## config.mk

```make
export PLATFORM = sky130hd
export DESIGN_NAME = decode_hex_display
export DESIGN_NICKNAME = d
export VERILOG_FILES = /design/src/rtl/decode_hex_display.sv
export SDC_FILE = /design/constraint.sdc
export NUM_CORES = 1
export LEC_CHECK = 0
export CORE_MARGIN = 5
export CORE_UTILIZATION = 54
export CTS_CLUSTER_SIZE = 28
export DETAILED_ROUTE_END_ITERATION = 10
export PLACE_DENSITY_LB_ADDON = 0.2
export SLEW_MARGIN = 20
export SYNTH_ARGS = -nofsm -noshare
export SYNTH_HDL_FRONTEND = slang
export SYNTH_SLANG_ARGS = --single-unit
```

## constraint.sdc

```tcl
create_clock -name clk -period 3.4 [get_ports clk]
set_clock_uncertainty 0.05 [all_clocks]
set_input_delay 0.68 -clock clk [delete_from_list [all_inputs] [get_ports clk]]
set_output_delay 0.68 -clock clk [all_outputs]
set_load 0.005 [all_outputs]
```

## src/rtl/decode_hex_display.sv

```systemverilog
// Recovers a hex byte from a scanned 7-segment display bus (marker, high digit, low digit).
// Inputs are synchronized and debounced, then a small FSM checks the glyph order and content.
module decode_hex_display #(
   parameter int unsigned settle_cycles  = 4,
   parameter int unsigned timeout_cycles = 1000000
) (
   input  logic       clk,
   input  logic       rst,
   input  logic [7:0] segments,
   input  logic [2:0] segments_enable,
   output logic [7:0] hex_byte,
   output logic       byte_valid,
   output logic       decode_error,
   output logic       sync_error,
   output logic       stale
);

   localparam logic [7:0]  SETTLE_MAX  = 8'(settle_cycles);
   localparam logic [31:0] TIMEOUT_MAX = 32'(timeout_cycles);
   localparam logic [7:0]  MARK_GLYPH  = 8'h2E;

   typedef enum logic [1:0] {
      WAIT_MARK = 2'd0,
      WAIT_HIGH = 2'd1,
      WAIT_LOW  = 2'd2
   } state_t;

   // Returns {legal, nibble}; only exact segment patterns are accepted.
   function automatic logic [4:0] glyph_decode(input logic [7:0] g);
      logic [4:0] r;
      case (g)
         8'hFC:   r = {1'b1, 4'h0};
         8'h60:   r = {1'b1, 4'h1};
         8'hDA:   r = {1'b1, 4'h2};
         8'hF2:   r = {1'b1, 4'h3};
         8'h66:   r = {1'b1, 4'h4};
         8'hB6:   r = {1'b1, 4'h5};
         8'hBE:   r = {1'b1, 4'h6};
         8'hE0:   r = {1'b1, 4'h7};
         8'hFE:   r = {1'b1, 4'h8};
         8'hF6:   r = {1'b1, 4'h9};
         8'hEE:   r = {1'b1, 4'hA};
         8'h3E:   r = {1'b1, 4'hB};
         8'h9C:   r = {1'b1, 4'hC};
         8'h7A:   r = {1'b1, 4'hD};
         8'h9E:   r = {1'b1, 4'hE};
         8'h8E:   r = {1'b1, 4'hF};
         default: r = 5'b0_0000;
      endcase
      return r;
   endfunction

   function automatic logic is_onehot(input logic [2:0] e);
      return (e == 3'b001) || (e == 3'b010) || (e == 3'b100);
   endfunction

   logic [10:0] sync1_q, sync2_q, last_q;
   logic [7:0]  settle_q, settle_d;
   logic        sample_q, sample_d;
   logic [10:0] smp_q, smp_d;
   state_t      state_q, state_d;
   logic [3:0]  high_q, high_d;
   logic [7:0]  hex_q, hex_d;
   logic        bv_q, bv_d;
   logic        de_q, de_d;
   logic        se_q, se_d;
   logic [31:0] tmo_q, tmo_d;
   logic        stale_q, stale_d;
   logic        changed_s;
   logic [4:0]  dec_s;

   // Settle counter; a sample fires once, on the edge the counter first reaches its limit.
   always_comb begin
      changed_s = (sync2_q != last_q);
      if (changed_s) begin
         settle_d = 8'd0;
      end else if (settle_q == SETTLE_MAX) begin
         settle_d = settle_q;
      end else begin
         settle_d = settle_q + 8'd1;
      end
      sample_d = (settle_d == SETTLE_MAX) && (settle_q != SETTLE_MAX) && is_onehot(sync2_q[10:8]);
      if (sample_d) begin
         smp_d = sync2_q;
      end else begin
         smp_d = smp_q;
      end
   end

   // Frame FSM acting on the registered sample; errors are mutually exclusive by construction.
   always_comb begin
      state_d = state_q;
      high_d  = high_q;
      hex_d   = hex_q;
      bv_d    = 1'b0;
      de_d    = 1'b0;
      se_d    = 1'b0;
      dec_s   = glyph_decode(smp_q[7:0]);
      if (sample_q) begin
         case (smp_q[10:8])
            3'b001: begin
               if (smp_q[7:0] == MARK_GLYPH) begin
                  state_d = WAIT_HIGH;
                  se_d    = (state_q != WAIT_MARK);
               end else begin
                  state_d = WAIT_MARK;
                  de_d    = 1'b1;
               end
            end
            3'b100: begin
               if (state_q != WAIT_HIGH) begin
                  state_d = WAIT_MARK;
                  se_d    = 1'b1;
               end else if (dec_s[4]) begin
                  state_d = WAIT_LOW;
                  high_d  = dec_s[3:0];
               end else begin
                  state_d = WAIT_MARK;
                  de_d    = 1'b1;
               end
            end
            3'b010: begin
               if (state_q != WAIT_LOW) begin
                  state_d = WAIT_MARK;
                  se_d    = 1'b1;
               end else if (dec_s[4]) begin
                  state_d = WAIT_MARK;
                  hex_d   = {high_q, dec_s[3:0]};
                  bv_d    = 1'b1;
               end else begin
                  state_d = WAIT_MARK;
                  de_d    = 1'b1;
               end
            end
            default: begin
               state_d = state_q;
            end
         endcase
      end else begin
         state_d = state_q;
      end
   end

   // Timeout counter and stale flag; a new byte clears both on the same edge.
   always_comb begin
      if (bv_d) begin
         tmo_d = 32'd0;
      end else if (tmo_q == TIMEOUT_MAX) begin
         tmo_d = tmo_q;
      end else begin
         tmo_d = tmo_q + 32'd1;
      end
      if (bv_d) begin
         stale_d = 1'b0;
      end else if (tmo_d == TIMEOUT_MAX) begin
         stale_d = 1'b1;
      end else begin
         stale_d = stale_q;
      end
   end

   // All state, including the input synchronizer.
   always_ff @(posedge clk or posedge rst) begin
      if (rst) begin
         sync1_q  <= 11'd0;
         sync2_q  <= 11'd0;
         last_q   <= 11'd0;
         settle_q <= 8'd0;
         sample_q <= 1'b0;
         smp_q    <= 11'd0;
         state_q  <= WAIT_MARK;
         high_q   <= 4'd0;
         hex_q    <= 8'd0;
         bv_q     <= 1'b0;
         de_q     <= 1'b0;
         se_q     <= 1'b0;
         tmo_q    <= 32'd0;
         stale_q  <= 1'b1;
      end else begin
         sync1_q  <= {segments_enable, segments};
         sync2_q  <= sync1_q;
         last_q   <= sync2_q;
         settle_q <= settle_d;
         sample_q <= sample_d;
         smp_q    <= smp_d;
         state_q  <= state_d;
         high_q   <= high_d;
         hex_q    <= hex_d;
         bv_q     <= bv_d;
         de_q     <= de_d;
         se_q     <= se_d;
         tmo_q    <= tmo_d;
         stale_q  <= stale_d;
      end
   end

   assign hex_byte     = hex_q;
   assign byte_valid   = bv_q;
   assign decode_error = de_q;
   assign sync_error   = se_q;
   assign stale        = stale_q;

endmodule
```

* After elaboration in Yosys (flattened, before gate mapping)
Index checks and enable logic that the tools add are counted.
** Storage, ports and cells
- Input bits :: 13
- Bits in registers :: 103
- Output and inout bits :: 12
- Word-level logic and storage cells :: 85
** Operators by class
- Bitwise operators :: 2
- Add/subtract/negate cells :: 2
- Eq/ne operators :: 31
- Reductions and logical operators :: 10
- Multiplexer cells :: 26
** Operators with widths (count)
- $eq 8x8->1 const B :: 12
- $pmux 5 s16 :: 1
- $eq 32x20->1 const B :: 2
- $mux 32 :: 2
- $add 32x1->32 const B :: 1
- $eq 8x7->1 const B :: 3
- $eq 8x3->1 const B :: 2
- $eq 8x6->1 const B :: 2
- $mux 1 :: 16
- $mux 8 :: 2
- $ne 11x11->1 :: 1
- $add 8x1->8 const B :: 1
- $ne 8x3->1 const B :: 1
- $reduce_and 4->1 :: 2
- $eq 3x1->1 const B :: 2
- $eq 3x2->1 const B :: 2
- $eq 3x3->1 const B :: 2
- $pmux 1 s3 :: 2
- $pmux 2 s3 :: 1
- $mux 2 :: 2
- $reduce_bool 2->1 :: 2
- $reduce_bool 3->1 :: 1
- $logic_and 1x1->1 :: 2
- $logic_or 1x1->1 :: 2
- other kinds (4) :: 5

* Depth between registers and ports, before layout
Gate-level depths: netlist of the first run.
- Word-level depth :: 10
- Gate-level depth with buffers :: 10
- Mapped depth without buffers :: 9

* Worst setup path before layout of the first run
OpenSTA, ideal clock, no wires.
- Kind :: register to register
- From :: register smp_q[1]
- To :: register high_q[3]
- Setup time :: 0.128 ns
- Data required time :: 3.222 ns
- Setup slack :: 1.037 ns
- Clock period less this slack :: 2.363 ns
- Stages on the path, launching flop included :: 8
- Data arrival time :: 2.186 ns
- Buffers on the path :: 1
- Cell sequence :: dfrtp_1 > or3_1 > a2111oi_0 > a211oi_1 > o211ai_1 > and4_1 > buf_2 > mux2_1
** On the way
- Word-level cells in the longest chain between the ends :: 3
- Elaborated cells on any way between the ends :: 18
- Those cells by class :: eq/ne (16); mux (1); reduce/logical (1)
** RTL lines
- from (decl) :: line 60 : logic [10:0] smp_q, smp_d;
- from (signal assigned) :: line 185 : smp_q <= smp_d;
- $eq 8x8->1, or another cell as far along :: line 31 : case (g)
- $pmux 5 s16 (*) :: line 31
- $reduce_and 4->1 (no source line)
- to (signal assigned) :: line 187 : high_q <= high_d;
- to (decl) :: line 62 : logic [3:0] high_q, high_d;
Mark *: on every way between the ends. The rest lies on a longest branch, timed or not.
A chain may end at the register's enable or synchronous reset.

* Worst setup path in the final report of the first run
- From :: register tmo_q[7]
- To :: register stale_q, in the netlist stale
** On the way
- Word-level cells in the longest chain between the ends :: 5
- Elaborated cells on any way between the ends :: 6
- Those cells by class :: add/sub (1); eq/ne (2); mux (2); reduce/logical (1)
** RTL lines
- from (decl) :: line 67 : logic [31:0] tmo_q, tmo_d;
- from (signal assigned) :: line 192 : tmo_q <= tmo_d;
- $add 32x1->32 or $eq 32x20->1 (tied branches) :: line 151, 148
- $mux 32 (*) :: line 148 : end else if (tmo_q == TIMEOUT_MAX) begin
- $mux 32 (*) :: line 146 : if (bv_d) begin
- $eq 32x20->1 (*) :: line 155 : end else if (tmo_d == TIMEOUT_MAX) begin
- $reduce_bool 2->1 (no source line) (*)
- to (signal assigned) :: line 193 : stale_q <= stale_d;
- to (decl) :: line 68 : logic stale_q, stale_d;
Marked as above.

==> results of run 1 <==
[synthesized netlist by cell type, types with 5 or more instances]
| cell | count | area share |
|---|---|---|
| dfrtp_1 | 102 | 0.50 |
| nor2_1 | 67 | 0.049 |
| xor2_1 | 30 | 0.052 |
| xnor2_1 | 26 | 0.045 |
| nand2_1 | 23 | 0.017 |
| a21oi_1 | 17 | 0.017 |
| nand3_1 | 14 | 0.014 |
| inv_1 | 12 | 0.0088 |
| o21ai_0 | 12 | 0.012 |
| clkbuf_1 | 11 | 0.0081 |
| mux2_2 | 11 | 0.024 |
| and3_1 | 9 | 0.011 |
| nand4_1 | 9 | 0.011 |
| nor3_1 | 9 | 0.0088 |
| nor4b_1 | 9 | 0.015 |
| nor2b_1 | 8 | 0.0098 |
| nor4_1 | 8 | 0.0098 |
| buf_6 | 7 | 0.015 |
| a31oi_1 | 6 | 0.0074 |
| and2_1 | 6 | 0.0074 |
| and4_1 | 6 | 0.010 |
| mux2_1 | 6 | 0.013 |
| o211ai_1 | 5 | 0.0074 |
[metrics by stage]
| step | area, sq um | hold slack (ns) | cells |
|---|---|---|---|
| global placement | 5420 | 0.281 | 619 |
| floorplan | 5100 | 0.281 | 482 |
| detailed placement | 5420 | 0.285 | 619 |
| finish | 5650 | 0.310 | 635 |
| CTS | 5650 | 0.313 | 635 |
| global route | 5650 | 0.322 | 635 |
[cells in the final DEF, fill, tap and decap left out, types with 8 or more instances in the layout]
| cell type | Yosys | routed |
|---|---|---|
| nor2b_1 | 8 | 8 |
| and3_1 | 9 | 9 |
| o21ai_0 | 12 | 12 |
| nand2_1 | 23 | 23 |
| buf_4 | 3 | 8 |
| nor2_1 | 67 | 67 |
| a21oi_1 | 17 | 17 |
| inv_1 | 12 | 11 |
| nor4b_1 | 9 | 9 |
| mux2_2 | 11 | 11 |
| dfrtp_1 | 102 | 102 |
| xor2_1 | 30 | 30 |
| xnor2_1 | 26 | 26 |
| nor3_1 | 9 | 9 |
| nor4_1 | 8 | 8 |
| nand3_1 | 14 | 14 |
| nand4_1 | 9 | 9 |
| clkdlybuf4s50_1 | 0 | 24 |
| clkbuf_8 | 0 | 9 |
[worst max-delay path, delay by kind of cell, from the launching register on]
family | cells | cell delay [ns]
buf+inv | 1 | 0.19
simple gates | 4 | 1.45
mux | 1 | 0.11
compound gates | 2 | 0.64
flops | 1 | 0.48
[sequential cells by signal, summed over array words and instances (netlist names)]
| signal | count |
|---|---|
| hex_byte | 8 |
| byte_valid | 1 |
| decode_error | 1 |
| state_q | 2 |
| sync_error | 1 |
| last_q | 11 |
| smp_q | 11 |
| sync1_q | 11 |
| sample_q | 1 |
| sync2_q | 11 |
| tmo_q | 32 |
| high_q | 4 |
| settle_q | 8 |
| stale | 1 |
[where the power goes]
part | leakage, nW | switching, mW | internal (mW) | total, mW
clock | 0.112 | 0.500 | 0.311 | 0.811
combinational | 1.04 | 0.0300 | 0.0218 | 0.0518
sequential | 1.34 | 0.0124 | 1.24 | 1.26
[logic make-up after synthesis]
kind of cell / Yosys count / share of synthesized area
XOR/XNOR: 56 / 0.0962
AO/OA/AOI/OAI: 66 / 0.0879
buffers and inverters: 38 / 0.0415
adder cells (fa/ha/maj): 4 / 0.00982
flip-flops: 103 / 0.506
multiplexers: 21 / 0.0454
AND/OR/NAND/NOR: 194 / 0.213
[worst min path at each step]
| stage | to | startpoint | cells after the start |
|---|---|---|---|
| 6_report | sync2_q[10] | sync1_q[10] | 0 |
| 5_1_grt | sync2_q[2] | sync1_q[2] | 0 |
| 4_1_cts | sync2_q[10] | sync1_q[10] | 0 |
| 3_5_place_dp | sync2_q[10] | sync1_q[10] | 0 |
| 3_3_place_gp | sync2_q[3] | sync1_q[3] | 0 |
| 2_1_floorplan | sync2_q[0] | sync1_q[0] | 0 |
[layout make-up]
type | instances | area [sq um]
Multi-Input combinational cell | 341 | 2310
Sequential cell | 103 | 2580
Timing Repair Buffer | 33 | 320
Clock inverter | 7 | 104
Fill cell | 766 | 3590
Inverter | 13 | 52.6
Clock buffer | 9 | 124
Tap cell | 129 | 161
[per-layer routing]
metal / up-vias / global-route usage
li1: 1732 / -
met1: 1695 / 0.258
met2: 70 / 0.266
met3: 13 / 0.0506
met4: 0 / 0.0539
met5: - / 0
==> summary.md, run 1 <==
The region available for standard cell placement spans 9240 sq um. The run gives 4590 um as the wire length on met1. The wire length reported by the detailed router is 9670 um.

The flow ran to the end, and the final reports show no timing, DRC or antenna violations. The cell with the biggest individual delay on the critical path is nor4_2. The first global-routing pass estimated 16600 um of wire. The total power consumption of the routed design came out at 2.12 mW. The number of nets handed over by synthesis was 499.

Counting cells, the worst reg-to-reg path comes to 8. The worst register-to-register path begins at tmo_q[7]. The beginning of the critical path is tmo_q[7].

Layout net count: 518. Number of buffers on the longest clock path: 2. The worst register-to-register path ends at stale. Setup repair after global routing left no endpoint under its margin.

The wire-length estimate of the detail-placed layout is 6810 um. The analysis attributes to cell leakage a power of 2.49 nW. The clock-pin slew reported for the worst setup and hold paths after clock tree synthesis is 0.12 ns, and the number of inserted diodes is 0. The number of global-route vias before repair came out at 3395. The max-slew headroom at the worst pin is 0.611. The number of hold-slack violations in the final timing report was 0. The tools report the total length of routed met3 wires as 501 um. The root buffer cell chosen for the clock tree is clkbuf_8. Worst slack after detailed placement: 0.477 ns.

For this run, the top clock speed supported by timing is 335 MHz. Number of nets with antenna violations after routing: 0. For this run, the leading register cell type out of synthesis is dfrtp_1. The height of the chip came out at 107 um. The final setup slack of the worst path was 0.412 ns. The flop and latch count out of synthesis is 103. For the worst-skew pair, the clock arrives at the later sink with an insertion delay of 0.37 ns. STA puts the critical path data required time at 3.67 ns. Number of maximum-capacitance constraint violations: 0. The worst setup path is captured at a flip-flop.

The tightest min-delay check is of the reg2reg type. The floorplan step set the die width to 107 um. In this run the count of I/O pins placed on the die edge is 25. In this run the core area contains 35 standard-cell rows. Number of buffer cells added on primary ports: 24. The overall global routing resource usage is 0.180, and the largest net degree at the start of global routing is 104. Dividing the synthesized area by the synthesized cell count gives 10.6 sq um.

Setup slack on the worst reg-to-reg path comes out at 0.41 ns. The tools report the initial detailed-routing violation count as 185. The highest ir drop seen on vdd is 0.000364 V, and the count of endpoints failing setup in the final report is 0.

The tools report the sequential area share after synthesis as 0.506. The run gives 0 as the number of antenna violations at the first check in global routing. The synthesis-to-layout area growth works out to 10.8%. The longest individual stage delay on the worst path is 0.61 ns, and the maximum fanout count along the critical path is 11. The total CTS buffers was 9; the measured slew at the worst slew-check pin was 0.568 ns. The effective utilization at floorplan was 0.552; the netlist area before placement was 5100 sq um. For this run the aggregate overflow at the end of global routing stands at 0.

The Yosys step of the flow raised 0 warnings. The count of different cell masters after synthesis came out at 60. The via density per instance is 5.53, and the routability-driven placement congestion ratio is 0.894. After detailed routing, the met2 layer carries 4460 um of wire. The cell count after synthesis came out at 482. The deepest level of the CTS H-tree came out at 3. The fraction of final layout cells with drive strength greater than 1 works out to 0.0968.

In this run the worst setup path terminates at stale. After detailed routing, the number of remaining DRC violations is 0. For the post-layout utilization of the core, the log shows 0.611.

The worst path in the final design needs a cycle of 2.99 ns, including I/O delays and setup. The total count of max-transition violations in the final report is 0, and the number of cells upsized or downsized after cts is 0. Dividing the detail-routed wire length by the instance count gives 15.2 um.

The portion of the clock cycle consumed by the worst path in the final layout was 0.879; the number of buffers inserted for hold repair after clock tree synthesis was 0. The count of flip-flops with a built-in enable after synthesis works out to 0. By startpoint and endpoint, the worst setup path is classified as reg2reg. The accumulated negative setup slack was 0 ns.

Dividing total power by cell area gives a power density of 375 nW/um^2. The async set-reset flop share out of synthesis came out at 1.00. Summing over every cut layer, the via total after detailed routing is 3510. Before antenna repair, the detailed router went through 4 iterations.

The logs give 11500 sq um for the area of the die and 3.26 ns for the data arrival time at the worst-slack endpoint. Buffer count from post-CTS setup fixing: 0. The highest layer touched by signal routing is met4. The number of clock sinks was 103.

The critical path startpoint category was a flip-flop. Traced cell by cell, the critical path runs through nand4_2 > nor4_2 > and3b_1 > mux2i_1 > a2111oi_0 > buf_4 > nor3b_2 > a22o_1. TritonCTS built the clock tree.
Note: power is estimated with default switching activity, not from simulation.
==> inputs of run 2 (changes only) <==
HOLD_SLACK_MARGIN = 0.08   (was unset)
==> results of run 2 <==
Final layout, timing and power as in run 1 (identical DEF).
==> inputs of run 3 (changes only) <==
CAP_MARGIN = 40   (was unset)
==> results of run 3 <==
Final layout, timing and power as in run 1 (identical DEF).
